<file path="config.mk">
export PLATFORM = sky130hd
export DESIGN_NAME = pipelined_addsub_flat
export DESIGN_NICKNAME = d
export VERILOG_FILES = /design/src/rtl/addsub_pkg.sv /design/src/rtl/pipelined_addsub_if.sv /design/src/rtl/addsub_chunk.sv /design/src/rtl/pipelined_addsub.sv /design/src/flat_wrapper.sv
export SDC_FILE = /design/constraint.sdc
export NUM_CORES = 1
export LEC_CHECK = 0
export ABC_AREA = 1
export CAP_MARGIN = 20
export CORE_MARGIN = 5
export CORE_UTILIZATION = 35
export CTS_CLUSTER_SIZE = 10
export DETAILED_ROUTE_END_ITERATION = 8
export HOLD_SLACK_MARGIN = 0.12
export PLACE_DENSITY = 0.57
export SLEW_MARGIN = 20
export SYNTH_ARGS = -nofsm -noshare
export SYNTH_HDL_FRONTEND = slang
export SYNTH_SLANG_ARGS = --single-unit
</file>
<file path="constraint.sdc">
create_clock -name clk -period 8.7 [get_ports clk]
set_input_delay 2.175 -clock clk [delete_from_list [all_inputs] [get_ports clk]]
set_output_delay 2.175 -clock clk [all_outputs]
set_load 0.01 [all_outputs]
</file>
<file path="src/rtl/addsub_pkg.sv">
// Shared types and helpers for the pipelined add/subtract unit.
// Op encodings, per-beat side-band bundle, operand extension.
package addsub_pkg;

  localparam logic OP_ADD = 1'b0;
  localparam logic OP_SUB = 1'b1;

  typedef struct packed {
    logic op_sub;
    logic is_signed;
  } sideband_t;

  // Extension bit placed above the operand MSB.
  function automatic logic ext_operand(
    input logic msb,
    input logic is_signed
  );
    return msb & is_signed;
  endfunction

endpackage

</file>
<file path="src/rtl/pipelined_addsub_if.sv">
// Operand/result handshake bundle for pipelined_addsub.
// master drives operands and out_ready; slave is the unit.
interface pipelined_addsub_if #(
  parameter int WIDTH = 8
);
  logic             in_valid;
  logic             in_ready;
  logic [WIDTH-1:0] a;
  logic [WIDTH-1:0] b;
  logic             op_sub;
  logic             is_signed;
  logic             out_valid;
  logic             out_ready;
  logic [WIDTH:0]   result;
  logic             ovf;

  modport master (
    output in_valid, a, b, op_sub, is_signed, out_ready,
    input  in_ready, out_valid, result, ovf
  );

  modport slave (
    input  in_valid, a, b, op_sub, is_signed, out_ready,
    output in_ready, out_valid, result, ovf
  );
endinterface

</file>
<file path="src/rtl/addsub_chunk.sv">
// Combinational CHUNK-bit carry-ripple adder slice.
// One instance per pipeline stage.
module addsub_chunk #(
  parameter int CHUNK = 4
) (
  input  logic [CHUNK-1:0] a,
  input  logic [CHUNK-1:0] b,
  input  logic             ci,
  output logic [CHUNK-1:0] s,
  output logic             co
);
  logic c;

  always_comb begin
    s = '0;
    c = ci;
    for (int i = 0; i < CHUNK; i++) begin
      s[i] = a[i] ^ b[i] ^ c;
      c = (a[i] & b[i]) | (c & (a[i] ^ b[i]));
    end
    co = c;
  end
endmodule

</file>
<file path="src/rtl/pipelined_addsub.sv">
// Pipelined add/sub with exact WIDTH+1-bit result and overflow flag.
// Carry chain split over STAGES register stages, whole-pipe stall.
import addsub_pkg::*;

module pipelined_addsub #(
  parameter int WIDTH  = 8,
  parameter int STAGES = 2
) (
  input logic              clk,
  input logic              rst_n,
  pipelined_addsub_if.slave bus
);
  localparam int CHUNK = WIDTH / STAGES;

  if (STAGES < 1 || WIDTH < 2 || WIDTH % STAGES != 0) begin : g_bad
    $error("pipelined_addsub: bad WIDTH/STAGES");
  end

  logic           adv;
  sideband_t      sb_in;
  logic [WIDTH:0] ea;
  logic [WIDTH:0] eb;

  assign adv          = bus.out_ready | ~bus.out_valid;
  assign bus.in_ready = adv;
  assign sb_in        = '{op_sub: bus.op_sub,
                          is_signed: bus.is_signed};
  assign ea = {ext_operand(bus.a[WIDTH-1], bus.is_signed), bus.a};
  assign eb = {ext_operand(bus.b[WIDTH-1], bus.is_signed), bus.b};

  for (genvar s = 0; s < STAGES; s++) begin : stg
    localparam int LO = s * CHUNK;

    logic [WIDTH-LO:0]     ai;
    logic [WIDTH-LO:0]     bi;
    logic                  ci;
    logic                  vi;
    logic                  co;
    sideband_t             sbi;
    logic [CHUNK-1:0]      bx;
    logic [CHUNK-1:0]      sum;
    logic [LO+CHUNK-1:0]   rn;

    if (s == 0) begin : g_src
      assign ai  = ea;
      assign bi  = eb;
      assign sbi = sb_in;
      assign vi  = bus.in_valid;
      assign ci  = (sb_in.op_sub == OP_SUB);
      assign rn  = sum;
    end else begin : g_src
      assign ai  = stg[s-1].g_mid.a_q;
      assign bi  = stg[s-1].g_mid.b_q;
      assign sbi = stg[s-1].g_mid.sb_q;
      assign vi  = stg[s-1].g_mid.v_q;
      assign ci  = stg[s-1].g_mid.c_q;
      assign rn  = {sum, stg[s-1].g_mid.r_q};
    end

    // Subtraction inverts B one chunk at a time as it arrives.
    assign bx = bi[CHUNK-1:0] ^ {CHUNK{sbi.op_sub}};

    addsub_chunk #(.CHUNK(CHUNK)) u_chunk (
      .a  (ai[CHUNK-1:0]),
      .b  (bx),
      .ci (ci),
      .s  (sum),
      .co (co)
    );

    if (s < STAGES - 1) begin : g_mid
      logic [WIDTH-LO-CHUNK:0] a_q;
      logic [WIDTH-LO-CHUNK:0] b_q;
      logic [LO+CHUNK-1:0]     r_q;
      logic                    c_q;
      logic                    v_q;
      sideband_t               sb_q;

      always_ff @(posedge clk or negedge rst_n) begin
        if (!rst_n) begin
          a_q  <= '0;
          b_q  <= '0;
          r_q  <= '0;
          c_q  <= 1'b0;
          v_q  <= 1'b0;
          sb_q <= '0;
        end else if (adv) begin
          a_q  <= ai[WIDTH-LO:CHUNK];
          b_q  <= bi[WIDTH-LO:CHUNK];
          r_q  <= rn;
          c_q  <= co;
          v_q  <= vi;
          sb_q <= sbi;
        end
      end
    end else begin : g_last
      logic           msb;
      logic [WIDTH:0] r_q;
      logic           ovf_q;
      logic           v_q;

      assign msb = ai[CHUNK] ^ bi[CHUNK] ^ sbi.op_sub ^ co;

      always_ff @(posedge clk or negedge rst_n) begin
        if (!rst_n) begin
          r_q   <= '0;
          ovf_q <= 1'b0;
          v_q   <= 1'b0;
        end else if (adv) begin
          r_q   <= {msb, rn};
          ovf_q <= sbi.is_signed ? (msb ^ rn[WIDTH-1]) : msb;
          v_q   <= vi;
        end
      end
    end
  end

  assign bus.out_valid = stg[STAGES-1].g_last.v_q;
  assign bus.result    = stg[STAGES-1].g_last.r_q;
  assign bus.ovf       = stg[STAGES-1].g_last.ovf_q;
endmodule

</file>
<file path="src/flat_wrapper.sv">
// flat-port wrapper written by rule: the top's interface ports become plain ports
module pipelined_addsub_flat 
#(
  parameter int WIDTH  = 8,
  parameter int STAGES = 2
)
  (clk, rst_n, bus_in_valid, bus_a, bus_b, bus_op_sub, bus_is_signed, bus_out_ready, bus_in_ready, bus_out_valid, bus_result, bus_ovf);
  pipelined_addsub_if #(.WIDTH(WIDTH)) bus_i ();
  input logic clk;
  input logic rst_n;
  input wire logic [$bits(bus_i.in_valid)-1:0] bus_in_valid;
  input wire logic [$bits(bus_i.a)-1:0] bus_a;
  input wire logic [$bits(bus_i.b)-1:0] bus_b;
  input wire logic [$bits(bus_i.op_sub)-1:0] bus_op_sub;
  input wire logic [$bits(bus_i.is_signed)-1:0] bus_is_signed;
  input wire logic [$bits(bus_i.out_ready)-1:0] bus_out_ready;
  output wire logic [$bits(bus_i.in_ready)-1:0] bus_in_ready;
  output wire logic [$bits(bus_i.out_valid)-1:0] bus_out_valid;
  output wire logic [$bits(bus_i.result)-1:0] bus_result;
  output wire logic [$bits(bus_i.ovf)-1:0] bus_ovf;
  assign bus_i.in_valid = bus_in_valid;
  assign bus_i.a = bus_a;
  assign bus_i.b = bus_b;
  assign bus_i.op_sub = bus_op_sub;
  assign bus_i.is_signed = bus_is_signed;
  assign bus_i.out_ready = bus_out_ready;
  assign bus_in_ready = bus_i.in_ready;
  assign bus_out_valid = bus_i.out_valid;
  assign bus_result = bus_i.result;
  assign bus_ovf = bus_i.ovf;
  pipelined_addsub #(.WIDTH(WIDTH), .STAGES(STAGES)) u_core (.clk(clk), .rst_n(rst_n), .bus(bus_i));
endmodule
</file>
==> summary.md, run 1 <==
| Metric | Value |
|---|---|
| Final Cycle Share | `roughly 71%` |
| Initial cell density of the core | `a little over a third` |
| Seq cells post-synth | `29` |
| Place WS | `2.49 ns` |
| Total die area | `5530 sq um` |
| Hold-fix buffers, CTS | `0` |
| Commonest non-fill, non-tap cell in the layout | `nand2_1` |
| Total Routing Usage GR | `11.6%` |
| Pint | `between 200 and 300 uW` |
| Multi-input gate area | `about 600 sq um` |
| Syn-to-layout area delta | `29.5%` |
| Site row count | `23` |
| Number of global-route vias before repair | `between 1000 and 1500` |
| Seq/Total Area, Yosys | `between 50% and 60%` |
| Routability cong. | `a little under 0.8` |
| NetSw | `between 100 and 150 uW` |
| Post-Place Cells | `~240` |
| First-pass iteration count of the detailed router | `4` |
| Switching part of the total | `about a third` |
| Worst min path class | `reg2reg` |
| Resized Gates After CTS | `0` |
| Slew margin rel. | `approximately two thirds` |
| Vias | `~1000` |
| Static Leakage | `0.914 nW` |
| Max-cap violations | `0` |
| Total wire length | `about 2700 um` |
| Skew-Pair Late Insertion Delay | `around 0.28 ns` |
| Worst slew pin tran | `around 0.52 ns` |
| CP arrival | `4.02 ns` |
| Final setup margin | `around 2.5 ns` |
| Mapped Area | `about 1500 sq um` |
| Initial DRC Count | `45` |
| H-tree depth | `2` |
| CTS buffer count | `5` |
| IO Count | `34` |
| Final Core Density | `a little under half` |
| Sequential Power Share | `around 42%` |
| DP Wirelength | `1980 um` |
| Drt wl/cell | `11.0 um` |
| RSZ-0062 raised after global routing | `false` |
| Grt total ovfl | `0` |
| Routed wl met3 | `147 um` |
| Tmin final | `6.19 ns` |
| Met2 routed WL | `1240 um` |
| Synth area leader | `dfrtp_1` |
| Combinational fraction of design power | `between 30% and 40%` |
| Mapped Nets | `190` |
| Layout cell share with drive strength beyond 1 | `a little under a tenth` |
| Leading cell types in the layout, fill and taps excluded | `nand2_1, clkdlybuf4s50_1, dfrtp_1` |
| Fillers | `roughly 390` |
| Count of buffers from port buffering | `33` |
| Unique masters post-synth | `19` |
| Critical path type | `in2out` |
| DRT antenna net count | `0` |
| R2r setup slk | `between 5 and 6 ns` |
| DR vias/cell | `4.26` |
| Peak VDD IR | `94.7 uV` |
| Share of the synthesized area in the top cell type | `between 50% and 60%` |
| Setup bufs post-CTS | `0` |
| Ys Warns | `0` |
| Nets | `roughly 220` |
| Post-route insts no fill | `around 250` |
| Final Hold Fails | `0` |
| Clock power share | `a little under a quarter` |
| Top cells by area, synth | `dfrtp_1, nand2_1, fa_1` |
| Largest net degree at the start of global routing | `36` |
| Antenna violations before repair | `0` |
| Post-Route M1 WL | `roughly 1300 um` |
| DRC | `0` |
| Root buf cell | `clkbuf_8` |
| Pwr/cell area | `roughly 230 nW/um^2` |
| CP Max Fanout | `35` |
| Setup_tns | `0 ns` |
| Power Total | `roughly 440 uW` |
| N_diodes | `0` |
| Core area | `~4000 sq um` |
| Critical Path RT | `6.53 ns` |
| Fmax | `between 150 and 200 MHz` |
| Instance count of the mapped netlist | `approximately 160` |
| Die H | `roughly 74 um` |
| Synth Area per Inst | `~9 sq um` |
| Setup crit end kind | `primary output` |
| Final Max Tran Viols | `0` |
| CP Launch Type | `primary input` |
| First-pass GRT wire length | `4910 um` |
| Reg clk slew, reported paths | `approximately 0.06 ns` |
| Seq. cell area | `726 sq um` |
| CTS tree | `yes` |
| Clk sinks | `29` |
| Clock skew | `between 0.006 and 0.007 ns` |
| Status | `complete, no violations` |
| CTS Buffer Depth | `2` |
| Max Used Layer | `met4` |
| Final setup violation count | `0` |
| Die width | `74.4 um` |
[synthesized netlist by cell type]
cell       n
o21ai_1   10
fa_1       7
nand2_2    4
nor2_1     5
xnor2_1    4
nand2_1   56
nand3_1    4
dfrtp_1   29
clkbuf_1   1
xor2_1     3
o21ai_0    7
nor2_2     2
inv_1     18
buf_2      2
nor2_4     1
a31oi_1    1
buf_6      3
inv_2      3
buf_4      1
[routing by layer]
layer / global-route usage, % / vias up
li1: - / 552
met3: 4.46 / 5
met4: 3.56 / 0
met5: 0 / -
met2: 18.0 / 18
met1: 15.0 / 473
[per-stage QoR]
stage	hold WS, ns	cell area [sq um]
6_report	0.460	1880
5_1_grt	0.501	1880
4_1_cts	0.467	1880
3_5_place_dp	0.456	1800
3_3_place_gp	0.436	1800
2_1_floorplan	0.422	1450
[cell type report]
class | instances | share of cell area, %
flip-flops and latches | 29 | 38.6
clock buffers | 6 | 3.86
repair buffers | 34 | 18.0
clock inverters | 2 | 0.533
inverters | 21 | 4.20
multi-input cells | 104 | 31.4
well taps | 50 | 3.33
[flip-flops by register name, summed over array words and instances (netlist names)]
name                   count
u_core.bus.ovf             1
u_core.stg.g_mid.r_q       4
u_core.stg.g_mid.sb_q      2
u_core.stg.g_mid.a_q       5
u_core.bus.out_valid       1
u_core.stg.g_mid.v_q       1
u_core.stg.g_mid.b_q       5
u_core.stg.g_mid.c_q       1
u_core.bus.result          9
[power by group through the flow]
stage / sequential, mW / combinational, mW / clock, mW
after floorplan: 0.194 / 0.0796 / 0
after global placement: 0.187 / 0.152 / 0
after detailed placement: 0.188 / 0.153 / 0
after CTS: 0.186 / 0.154 / 0.109
after global routing: 0.190 / 0.173 / 0.115
final: 0.186 / 0.151 / 0.104
[critical path, cell delays in order]
cell and delay [ns]:
clkdlybuf4s50_1 0.45, nor2_4 0.44, inv_2 0.36, clkdlybuf4s50_1 0.58
[worst paths after layout]
check,depth (start not counted),endpoint,start
worst min-delay path,2,u_core.bus.out_valid,u_core.stg[0].g_mid.v_q
max in group asynchronous,2,u_core.bus.ovf,rst_n
worst max register to register,10,u_core.bus.ovf,u_core.stg[0].g_mid.sb_q[1]
worst min register to register,2,u_core.bus.out_valid,u_core.stg[0].g_mid.v_q
min in group asynchronous,2,u_core.bus.out_valid,rst_n
worst max-delay path,4,bus_in_ready,bus_out_ready
[cell families after synthesis]
kind of cell / synth area share, %
and+or+nand+nor: 20.5
DFF: 50.0
buffers and inverters: 9.23
AOI/OAI and AO/OA: 6.30
xor gates and xnor gates: 4.23
adders and majority gates: 9.66
(Power assumes the default switching activity.)
==> inputs of run 2 (changes only) <==
Settings changed: PLACE_DENSITY 0.57 to 0.6.
Clock period 8.7 ns to 5.6 ns, I/O delays scaled along.
==> summary.md, run 2 (synthesized netlist as in run 1, its figures left out) <==
| Metric | Value |
|---|---|
| Fmax | `roughly 220 MHz` |
| Initial cell density of the core | `36.3% (unchanged)` |
| CTS tree | `yes` |
| Worst min path class | `reg2reg` |
| H-tree depth | `2 (unchanged)` |
| Switching part of the total | `31.5% (-0.52 points)` |
| Tmin final | `4.63 ns` |
| Setup bufs post-CTS | `0 (unchanged)` |
| Critical path type | `in2out` |
| Cell family with most CP delay | `buffers and inverters` |
| CTS Buffer Depth | `2 (unchanged)` |
| Vias | `1087 (+3.7%)` |
| Crit path largest cell delay | `0.65 ns (+0.07 ns)` |
| Worst path cell trace | `clkdlybuf4s50_1, nor2_4, buf_4, inv_2, clkdlybuf4s50_1` |
| Count of buffers from port buffering | `33 (unchanged)` |
| Total die area | `5530 sq um (unchanged)` |
| Sequential Power Share | `42.3% (+0.2 points)` |
| Status | `complete, no violations` |
| Skew-Pair Late Insertion Delay | `0.27 ns (about the same)` |
| Peak VDD IR | `156 uV (+64%)` |
| Worst flop-to-flop path startpoint | `u_core.stg[0].g_mid.sb_q[1]` |
| Site row count | `23 (unchanged)` |
| Critical Path RT | `4.20 ns (-2.33 ns)` |
| Slew margin rel. | `63.9% (-1.2 points)` |
| Reg clk slew, reported paths | `0.06 ns (about the same)` |
| Clock skew | `0.00354 ns (-0.00289 ns)` |
| Layout cell share with drive strength beyond 1 | `8.63% (-0.55 points)` |
| Final setup violation count | `0 (unchanged)` |
| Worst slew pin tran | `0.541 ns (+0.0185 ns)` |
| Crit path buf inv count | `4 (+1)` |
| Largest net degree at the start of global routing | `36 (unchanged)` |
| Final Max Tran Viols | `0 (unchanged)` |
| CP arrival | `3.23 ns (-0.79 ns)` |
| DP Wirelength | `2010 um (+1.5%)` |
| Total Routing Usage GR | `11.4% (-0.19 points)` |
| CP Max Fanout | `35 (unchanged)` |
| Die H | `74.4 um (unchanged)` |
| DRC | `0 (unchanged)` |
| Total wire length | `2740 um (+1.6%)` |
| Routability cong. | `0.800 (+4.1%)` |
| Pint | `469 uW (+57%)` |
| Hold-fix buffers, CTS | `0 (unchanged)` |
| Antenna violations before repair | `0 (unchanged)` |
| Syn-to-layout area delta | `29.9%` |
| First-pass iteration count of the detailed router | `4 (unchanged)` |
| Die width | `74.4 um (unchanged)` |
| CP Launch Type | `primary input` |
| Initial DRC Count | `34 (-24%)` |
| Root buf cell | `clkbuf_8` |
| Static Leakage | `0.913 nW (about the same)` |
| NetSw | `216 uW (+53%)` |
| Core area | `4000 sq um (unchanged)` |
| Nets | `225 (+0.45%)` |
| Grt total ovfl | `0 (unchanged)` |
| Largest register FFs | `9 (unchanged)` |
| Most used cell, CP | `clkdlybuf4s50_1` |
| Leading cell types in the layout, fill and taps excluded | `nand2_1, clkdlybuf4s50_1, dfrtp_1` |
| CTS buffer count | `5 (unchanged)` |
| Number of global-route vias before repair | `1100 (+3.4%)` |
| IO Count | `34 (unchanged)` |
| Pwr/cell area | `364 nW/um^2 (+55%)` |
| Commonest non-fill, non-tap cell in the layout | `nand2_1` |
| Max stage delay cell, worst path | `clkdlybuf4s50_1` |
| Max-cap violations | `0 (unchanged)` |
| Drt wl/cell | `11.1 um (+1.2%)` |
| RSZ-0062 raised after global routing | `false` |
| First-pass GRT wire length | `4730 um (-3.5%)` |
| Origin of the worst setup path | `bus_out_ready` |
| N_diodes | `0 (unchanged)` |
| DRT antenna net count | `0 (unchanged)` |
| DR vias/cell | `4.40 (+3.3%)` |
| Setup_tns | `0 ns (unchanged)` |
| Clock power share | `23.1% (-0.6 points)` |
| Final Cycle Share | `82.7%` |
| Setup crit end kind | `primary output` |
| Resized Gates After CTS | `0 (unchanged)` |
| Post-Place Cells | `239 (+0.42%)` |
| Hold path start | `u_core.stg[0].g_mid.v_q` |
| Final Hold Fails | `0 (unchanged)` |
| Post-route insts no fill | `247 (+0.41%)` |
| Clk sinks | `29 (unchanged)` |
| Combinational fraction of design power | `34.6% (+0.4 points)` |
-- run 2: cell count changes in the layout (fill, tap and decap cells not counted) --
cell	previous run	this run
clkinv_2	2	0
buf_4	1	2
clkbuf_1	1	3
-- run 2: cell type report --
type	count	area (sq um)
inverters	21	78.8
fillers	391	2120
clock buffers	8	80.1
repair buffers	35	345
multi-input cells	104	591
well taps	50	62.6
flip-flops and latches	29	726
-- run 2: worst paths after layout --
check                                        to  slack (ns)  cells past startpoint
max                                bus_in_ready        0.97                      5
min                        u_core.bus.out_valid        0.45                      2
max reg2reg                      u_core.bus.ovf        2.67                     10
min reg2reg                u_core.bus.out_valid        0.45                      2
max in group asynchronous  u_core.bus.result[2]        3.82                      2
min in group asynchronous  u_core.bus.result[3]        1.51                      2
-- run 2: power groups by stage --
| stage | Sequential, mW | Clock (mW) | Combinational (mW) |
|---|---|---|---|
| after floorplan | 0.301 | 0 | 0.124 |
| after global placement | 0.292 | 0 | 0.240 |
| after detailed placement | 0.294 | 0 | 0.241 |
| after CTS | 0.290 | 0.162 | 0.243 |
| after global routing | 0.296 | 0.175 | 0.268 |
| final | 0.290 | 0.159 | 0.237 |
-- run 2: worst min-delay path: cells and delay by family (launching register included) --
family / cells / cell delay (ns)
DFF: 1 / 0.32
and+or+nand+nor: 1 / 0.05
buffers and inverters: 1 / 0.05
-- run 2: metrics by stage --
stage / setup slack, ns / hold WS, ns / cell area, sq um / utilization, % / power, mW
after floorplan: 2.42 / 0.422 / 1450 / - / 0.425
after global placement: 0.980 / 0.440 / 1800 / 45.1 / 0.532
after detailed placement: 0.972 / 0.440 / 1800 / 45.1 / 0.535
after CTS: 0.969 / 0.454 / 1880 / 47.1 / 0.695
after global routing: 0.875 / 0.507 / 1880 / 47.1 / 0.740
final: 0.970 / 0.451 / 1880 / 47.1 / 0.686
-- run 2: routing by layer --
metal / global-route usage [%] / wire [um] / vias to the layer above
li1: - / - / 549
met1: 14.0 / 1200 / 514
met2: 18.1 / 1360 / 19
met3: 3.38 / 130 / 5
met4: 5.93 / 53 / 0
met5: 0 / 0 / -
==> inputs of run 3 (changes only) <==
Settings changed: PLACE_DENSITY 0.6 to 0.57.
Clock period 5.6 ns to 4.4 ns, I/O delays scaled along.
==> summary.md, run 3 (synthesized netlist as in run 1, its figures left out) <==
| Metric | Value |
|---|---|
| Status | `complete, no violations` |
| Most used cell, CP | `clkdlybuf4s50_1` |
| Layout cell share with drive strength beyond 1 | `10.1% (+1.5 points)` |
| Syn-to-layout area delta | `30.5%` |
| Initial DRC Count | `41 (+21%)` |
| DP Wirelength | `2110 um (+4.9%)` |
| Drt wl/cell | `11.3 um (+1.4%)` |
| Grt total ovfl | `0 (unchanged)` |
| Peak VDD IR | `283 uV (+82%)` |
| Total number of cells along the worst setup path | `4 (-1)` |
| Hold Path End | `u_core.bus.out_valid` |
| Crit path largest cell delay | `0.54 ns (-0.11 ns)` |
| DRC | `0 (unchanged)` |
| Final Hold Fails | `0 (unchanged)` |
| Tmin final | `~3.4 ns` |
| Die H | `74.4 um (unchanged)` |
| Initial cell density of the core | `36.3% (unchanged)` |
| Critical Path RT | `3.30 ns (-0.90 ns)` |
| Reg clk slew, reported paths | `0.06 ns (about the same)` |
| N_diodes | `0 (unchanged)` |
| RSZ-0062 raised after global routing | `false` |
| Setup crit end kind | `primary output` |
| Largest net degree at the start of global routing | `35 (-2.8%)` |
| Die width | `74.4 um (unchanged)` |
| Hold path depth | `2 (unchanged)` |
| DRT antenna net count | `0 (unchanged)` |
| Site row count | `23 (unchanged)` |
| Total wire length | `2790 um (+1.8%)` |
| Max-cap violations | `0 (unchanged)` |
| Fmax | `about 300 MHz` |
| Skew-Pair Late Insertion Delay | `0.28 ns (about the same)` |
| CTS Buffer Depth | `2 (unchanged)` |
| Number of global-route vias before repair | `1102 (+0.18%)` |
| Leading cell types in the layout, fill and taps excluded | `nand2_1, clkdlybuf4s50_1, dfrtp_1` |
| Vias | `1056 (-2.9%)` |
| Cell family with most CP delay | `buffers and inverters` |
| Hold-fix buffers, CTS | `0 (unchanged)` |
| Clk sinks | `29 (unchanged)` |
| H-tree depth | `2 (unchanged)` |
| Final setup margin | `1.04 ns (+0.0717 ns)` |
| Place WS | `1.03 ns (+0.0527 ns)` |
| Post-route insts no fill | `248 (+0.40%)` |
| Critical path type | `in2out` |
| Nets | `226 (+0.44%)` |
| Crit path buf inv count | `3 (-1)` |
| Static Leakage | `0.923 nW (+1.1%)` |
| IO Count | `34 (unchanged)` |
| Clock skew | `0.00152 ns (-0.00202 ns)` |
| Setup bufs post-CTS | `0 (unchanged)` |
| Worst min path class | `reg2reg` |
| Max stage delay cell, worst path | `clkdlybuf4s50_1` |
| Largest register FFs | `9 (unchanged)` |
| Final setup violation count | `0 (unchanged)` |
| Reg2reg end | `u_core.bus.ovf` |
| Resized Gates After CTS | `0 (unchanged)` |
| Count of buffers from port buffering | `33 (unchanged)` |
| Total die area | `5530 sq um (unchanged)` |
| CTS tree | `yes` |
| Hold path start | `u_core.stg[0].g_mid.v_q` |
| Routability cong. | `0.756 (-5.5%)` |
| Worst r2r path cells | `10 (unchanged)` |
| Total Routing Usage GR | `11.8% (+0.42 points)` |
| Worst path cell trace | `clkdlybuf4s50_1, nor2_4, inv_2, clkdlybuf4s50_1` |
| Antenna violations before repair | `0 (unchanged)` |
| CP Max Fanout | `2 (-94%)` |
| First-pass iteration count of the detailed router | `4 (unchanged)` |
| Core area | `4000 sq um (unchanged)` |
| Commonest non-fill, non-tap cell in the layout | `nand2_1` |
| Setup_tns | `0 ns (unchanged)` |
| Slew margin rel. | `75.4% (+12 points)` |
| Final Max Tran Viols | `0 (unchanged)` |
| Worst slew pin tran | `0.369 ns (-0.172 ns)` |
| CP arrival | `2.26 ns (-0.97 ns)` |
| CP Launch Type | `primary input` |
| Fillers | `382 (-2.3%)` |
| Root buf cell | `clkbuf_8` |
| CTS buffer count | `5 (unchanged)` |
| DR vias/cell | `4.26 (-3.2%)` |
| First-pass GRT wire length | `4930 um (+4.2%)` |
| Post-Place Cells | `240 (+0.42%)` |
| R2r setup slk | `1.42 ns (-1.25 ns)` |
| Pwr/cell area | `466 nW/um^2 (+28%)` |
| Worst flop-to-flop path startpoint | `u_core.stg[0].g_mid.sb_q[1]` |
| Final Cycle Share | `between 70 and 80%` |
## run 3: cell types whose count changed in the layout (fill, tap and decap cells not counted), sizes merged
cell / change
clkinv: +2
clkbuf: -2
buf: +1
## run 3: power by group
part           internal (mW)  leakage [nW]  switching (mW)
Sequential             0.331         0.350          0.0367
Combinational          0.155         0.529           0.150
Clock                  0.109        0.0450           0.100
## run 3: stage by stage
step                      hold slack (ns)  instance area [sq um]  total power [mW]  utilization (%)
after global placement              0.427                   1810             0.672             45.3
after detailed placement            0.458                   1810             0.684             45.3
final                               0.467                   1890             0.882             47.3
after CTS                           0.473                   1890             0.900             47.3
after floorplan                     0.422                   1450             0.541                -
after global routing                0.491                   1890             0.954             47.3
## run 3: final cells by class
| class | count | area (sq um) | share of cell area, % |
|---|---|---|---|
| flip-flops and latches | 29 | 726 | 38.3 |
| clock inverters | 2 | 10.0 | 0.529 |
| clock buffers | 6 | 72.6 | 3.83 |
| repair buffers | 36 | 353 | 18.6 |
| inverters | 21 | 78.8 | 4.16 |
| multi-input cells | 104 | 591 | 31.2 |
| well taps | 50 | 62.6 | 3.30 |
## run 3: how the worst max path moves through the flow
stage	start	endpoint	slack, ns
6_report	bus_out_ready	bus_in_ready	1.04
3_3_place_gp	bus_out_ready	bus_in_ready	1.02
3_5_place_dp	bus_out_ready	bus_in_ready	1.03
4_1_cts	bus_out_ready	bus_in_ready	1.01
2_1_floorplan	bus_op_sub	u_core.stg[0].g_mid.r_q[3]	1.64
5_1_grt	bus_out_ready	bus_in_ready	0.98
## run 3: metal layers
metal / vias up / wire, um / GRT usage (%)
li1: 555 / - / -
met1: 481 / 1280 / 14.4
met2: 18 / 1320 / 19.2
met3: 2 / 161 / 5.27
met4: 0 / 28 / 2.96
met5: - / 0 / 0
## run 3: worst register-to-register path, stage by stage (launching register included)
cell and delay, ns:
dfrtp_1 0.50, xnor2_1 0.21, fa_1 0.47, fa_1 0.43, fa_1 0.39, inv_1 0.09, fa_1 0.46, nand2_1 0.12
nand3_1 0.08, nand3_1 0.09, nand2_1 0.05
